### config.mk
export PLATFORM = sky130hd
export DESIGN_NAME = fifo_wr_arbiter
export DESIGN_NICKNAME = d
export VERILOG_FILES = /design/src/rtl/fifo_wr_arbiter.sv
export SDC_FILE = /design/constraint.sdc
export NUM_CORES = 1
export LEC_CHECK = 0
export ABC_AREA = 1
export CAP_MARGIN = 40
export CORE_MARGIN = 2
export CORE_UTILIZATION = 32
export DETAILED_ROUTE_END_ITERATION = 12
export GPL_TIMING_DRIVEN = 1
export PLACE_DENSITY_LB_ADDON = 0.15
export SLEW_MARGIN = 10
export SYNTH_ARGS = -nofsm -noshare
export SYNTH_HDL_FRONTEND = slang
export SYNTH_SLANG_ARGS = --single-unit
### constraint.sdc
create_clock -name clk -period 1.4 [get_ports clk]
set_input_delay 0.21 -clock clk [delete_from_list [all_inputs] [get_ports clk]]
set_output_delay 0.21 -clock clk [all_outputs]
set_load 0.01 [all_outputs]
### src/rtl/fifo_wr_arbiter.sv
`default_nettype none
// ============================================================================
// Module      : fifo_wr_arbiter
// Description : Round-robin burst arbiter that lets NREQ producers share the
//               write port of one coefficient FIFO, with fifofull back-pressure.
// Revision    : 1.0 - initial release
// ============================================================================
module fifo_wr_arbiter #(
    parameter int NREQ      = 2,
    parameter int DATAWIDTH = 13,
    parameter int ADDRBIT   = 4,
    parameter int BURST     = 4
) (
    input  logic                                        clk,
    input  logic                                        rst,
    input  logic [NREQ-1:0]                             req_valid,
    input  logic [NREQ*DATAWIDTH-1:0]                   req_data,
    output logic [NREQ-1:0]                             req_ready,
    input  logic                                        fifofull,
    output logic                                        fifowr,
    output logic [DATAWIDTH-1:0]                        fifo_data_in,
    output logic                                        busy,
    output logic [((NREQ > 1) ? $clog2(NREQ) : 1)-1:0]  grant_id
);

    localparam int IDW = (NREQ > 1) ? $clog2(NREQ) : 1;
    localparam int BW  = $clog2(BURST + 1);

    localparam logic [0:0] S_IDLE = 1'b0;
    localparam logic [0:0] S_OWN  = 1'b1;

    generate
        if (NREQ < 2 || BURST < 1 || ADDRBIT < 1 || DATAWIDTH < 1) begin : g_param_check
            $error("fifo_wr_arbiter: illegal parameter combination");
        end
    endgenerate

    logic [0:0]           r_state, w_state_nxt;
    logic [IDW-1:0]       r_rr_ptr, w_rr_ptr_nxt;
    logic [IDW-1:0]       r_owner, w_owner_nxt;
    logic [BW-1:0]        r_beat_cnt, w_beat_cnt_nxt;
    logic [IDW-1:0]       w_pick, w_idx, w_owner_inc;
    logic                 w_found, w_owner_valid, w_xfer;
    logic [DATAWIDTH-1:0] w_lane_data [NREQ];

    generate
        for (genvar g = 0; g < NREQ; g++) begin : g_unpack
            assign w_lane_data[g] = req_data[g*DATAWIDTH +: DATAWIDTH];
        end
    endgenerate

    assign w_owner_valid = req_valid[r_owner];
    assign w_xfer        = (r_state == S_OWN) && w_owner_valid && !fifofull;
    assign w_owner_inc   = (r_owner == IDW'(NREQ - 1)) ? '0 : r_owner + 1'b1;
    assign grant_id      = r_owner;

    // Scan rr_ptr, rr_ptr+1, ... with an explicit modulo so any NREQ works.
    always_comb begin
        w_found = 1'b0;
        w_pick  = '0;
        w_idx   = '0;
        for (int k = 0; k < NREQ; k++) begin
            w_idx = IDW'((int'(r_rr_ptr) + k) % NREQ);
            if (!w_found && req_valid[w_idx]) begin
                w_found = 1'b1;
                w_pick  = w_idx;
            end
        end
    end

    always_comb begin
        w_state_nxt    = r_state;
        w_rr_ptr_nxt   = r_rr_ptr;
        w_owner_nxt    = r_owner;
        w_beat_cnt_nxt = r_beat_cnt;
        req_ready      = '0;
        fifowr         = 1'b0;
        fifo_data_in   = '0;
        busy           = 1'b0;
        case (r_state)
            S_IDLE: begin
                if (w_found) begin
                    w_owner_nxt    = w_pick;
                    w_beat_cnt_nxt = '0;
                    w_state_nxt    = S_OWN;
                end
            end
            S_OWN: begin
                busy               = 1'b1;
                req_ready[r_owner] = ~fifofull;
                fifowr             = w_xfer;
                if (w_xfer) begin
                    fifo_data_in   = w_lane_data[r_owner];
                    w_beat_cnt_nxt = r_beat_cnt + 1'b1;
                end
                // A stalled owner keeps the grant; only a finished burst or an
                // idle owner hands the port on.
                if ((w_xfer && (r_beat_cnt == BW'(BURST - 1))) || !w_owner_valid) begin
                    w_state_nxt  = S_IDLE;
                    w_rr_ptr_nxt = w_owner_inc;
                end
            end
            default: begin
                w_state_nxt = S_IDLE;
            end
        endcase
    end

    always_ff @(posedge clk or negedge rst) begin
        if (!rst) begin
            r_state    <= S_IDLE;
            r_rr_ptr   <= '0;
            r_owner    <= '0;
            r_beat_cnt <= '0;
        end else begin
            r_state    <= w_state_nxt;
            r_rr_ptr   <= w_rr_ptr_nxt;
            r_owner    <= w_owner_nxt;
            r_beat_cnt <= w_beat_cnt_nxt;
        end
    end

endmodule
`default_nettype wire

==> run metrics <==
Die H 47.5 µm; vias in the first global route 739; sw frac 46.2%; largest area contributor in the netlist dfrtp_1; clk sinks 6; yosys warns 0; final non-filler cell area approximately 1200 µm²; power density over the cells 1390 nW/µm²; clock root buffer clkbuf_4; DRT Pass-1 Iters 4; register area 151 µm²; CTS Buffer Depth 2; grt total ovfl 0; VDD IR-drop max 1.10 mV; clock power share a little under a tenth; HPWL after DPL around 1600 µm; Compound-Gate Fraction of Synth Area about a fifth; WL/cell 11.5 µm; DRC violation total after the first TritonRoute iteration 7; gr usage total between 10% and 20%; adder-cell area share of the yosys netlist 4.13%; Area Growth Syn to Fin 100%; final worst-path cycle share 104%; Yosys reg bits 6; count of hold-fix buffers inserted at cts 0; dpl cells 171; most common cell in the netlist nand2_1; final setup fails 13; CP max FO 7; DP Area 1170 µm²; Worst Setup End Kind output port; asr flop ratio synth 100%; Final Power ~1.7 mW; Die ar. 2260 µm²; Yosys cell types 17; status complete, but fails checks; Commonest cells post-synth nand2_1, a21oi_2, inv_1; max_cap viols 0; Layout Skew 0.00513 ns; Port Buffers 48; H-tree depth 1; fraction of layout cells with a size suffix above 1 37.5%; CTS Buf Count 3; main flop type after synthesis dfrtp_1; xor/xnor cell area share of the yosys netlist 0%; simple-gate area share of the yosys netlist 38.4%; post-synthesis cell count 90; critical path launch point type register; pin count of the biggest net entering global routing 18; final setup margin -0.0622 ns; worst hold path class in2async; area of the multi-input gates 429 µm²; Starting Density about a third; antenna fix cells 0; combinational group share of total power 72.5%; initial antenna violation count 0; Synth top area share 24.8%; Pins Over Slew Limit 0; crit path kind reg2out; Mean Syn Cell Area slightly below 7 µm²; CTS clk-pin slew, worst paths approximately 0.050 ns; main combinational cell family by area after synthesis simple AND/OR/NAND/NOR gates; Mapped Area 606 µm²; EDFF count, synth 0; nets@finish 187; worst path arrival time 1.25 ns; Slew HR 82.1%; leakage 0.596 nW; sw power 0.782 mW; I/O Pins 49; Antenna Violating Nets Remaining 0; core area 1750 µm²; Worst-Skew Late Latency ~0.24 ns; WP data required approximately 1.2 ns; std cell rows 15; mux contribution to synthesized area 0%; Max Clk Rate 684 MHz; syn_nets roughly 120; end-of-flow core utilization a little over two thirds; Internal Power slightly above 0.9 mW; GP Congestion a little over 0.8; Final min period 1.46 ns; RSZ-0062 raised after global routing yes; final WL 2030 µm; Die X 47.5 µm; drt drc 0; first-pass GRT wire length 2910 µm; routed vias/inst approximately 4.4; final non-filler cell total 177; Final Hold Viols 0; sequential share of the synthesized area 24.8%; failing checks setup timing; sequential power share between 10% and 20%; dominant cells by area after synthesis dfrtp_1, nand2_1, a21oi_2; CTS tree yes; Tightest Pin Transition 0.268 ns; routed vias 778; Layout fillers 157
registers in the layout, indices dropped and copies added (netlist names):
name and cells:
r_beat_cnt 3, r_rr_ptr 1, grant_id 1, r_state 1
critical path, stage by stage (launching register included):
cell and delay, ns:
dfrtp_2 0.45, clkinv_4 0.08, nand2_4 0.06, nand2_8 0.09
nand2_8 0.09, a21oi_2 0.11, buf_2 0.14
routing by layer:
metal,global-route usage (%),vias up,share of wire (%)
met5,0,-,0
met4,8.33,0,0
met3,2.64,0,7.6
met2,35.9,30,54
met1,19.1,338,38
li1,-,410,-
kinds of logic (layout without fill, tap and decap cells):
group	count (synthesis)	after routing
adders and majority gates	2	2
DFF	6	6
buffers and inverters	14	75
AOI/OAI and AO/OA	17	17
and+or+nand+nor	51	52
power by group through the flow:
stage                     clock network (mW)  registers (mW)  logic, mW
after floorplan                            0           0.304      0.608
after global placement                     0           0.302       1.11
after detailed placement                   0           0.301       1.14
after CTS                              0.167           0.307       1.23
after global routing                   0.172           0.312       1.34
final                                  0.158           0.307       1.23
cell type report:
cell class                 count  share of cell area (%)
tap                           25                    2.58
clock buffer                   3                    1.86
sequential                     6                    12.5
inverter                      10                    3.71
multi-input combinational     71                    35.4
timing repair buffer          62                    44.0
cells in the final DEF, fill, tap and decap left out:
cell	n
nand2_8	3
ha_1	2
buf_8	1
nor2_4	1
clkinv_4	1
o21ai_0	4
nand3_1	5
nor2_1	2
inv_2	2
a21oi_2	13
inv_1	6
inv_4	1
buf_2	15
buf_6	3
nand2_2	1
dfrtp_1	5
nand4_1	1
dlygate4sd2_1	4
clkbuf_4	3
buf_12	1
nand2_1	38
clkdlybuf4s50_1	28
dfrtp_2	1
nand2_4	1
buf_4	10
path summary, 6_finish.rpt:
check	startpoint	to	slack, ns	depth (start not counted)
setup / recovery	grant_id$_DFFE_PN0P_	fifo_data_in[9]	-0.06	6
hold / removal	rst	r_beat_cnt[0]$_DFFE_PN0P_	0.20	1
setup reg to reg	grant_id$_DFFE_PN0P_	r_beat_cnt[1]$_DFFE_PN0P_	0.15	8
hold reg to reg	r_rr_ptr$_DFFE_PN0P_	r_rr_ptr$_DFFE_PN0P_	0.47	2
max in group asynchronous	rst	grant_id$_DFFE_PN0P_	0.96	1
min in group clk	r_rr_ptr$_DFFE_PN0P_	r_rr_ptr$_DFFE_PN0P_	0.47	2
repair_timing:
item,CTS,global route
buffers inserted,2,0
cloned,1,0
pin swaps,4,2
gates resized for setup,79,4
endpoints found under the setup margin,18,16
through the flow:
stage               hold WS [ns]  TNS, ns  setup slack, ns
floorplan                -0.0856        0            0.104
global placement           0.450    -7.98           -0.514
detailed placement         0.455    -8.47           -0.551
CTS                        0.205    -1.00          -0.0904
global route               0.219    -1.53           -0.139
finish                     0.204   -0.615          -0.0622
No activity file was read; power rests on OpenSTA's default activity.
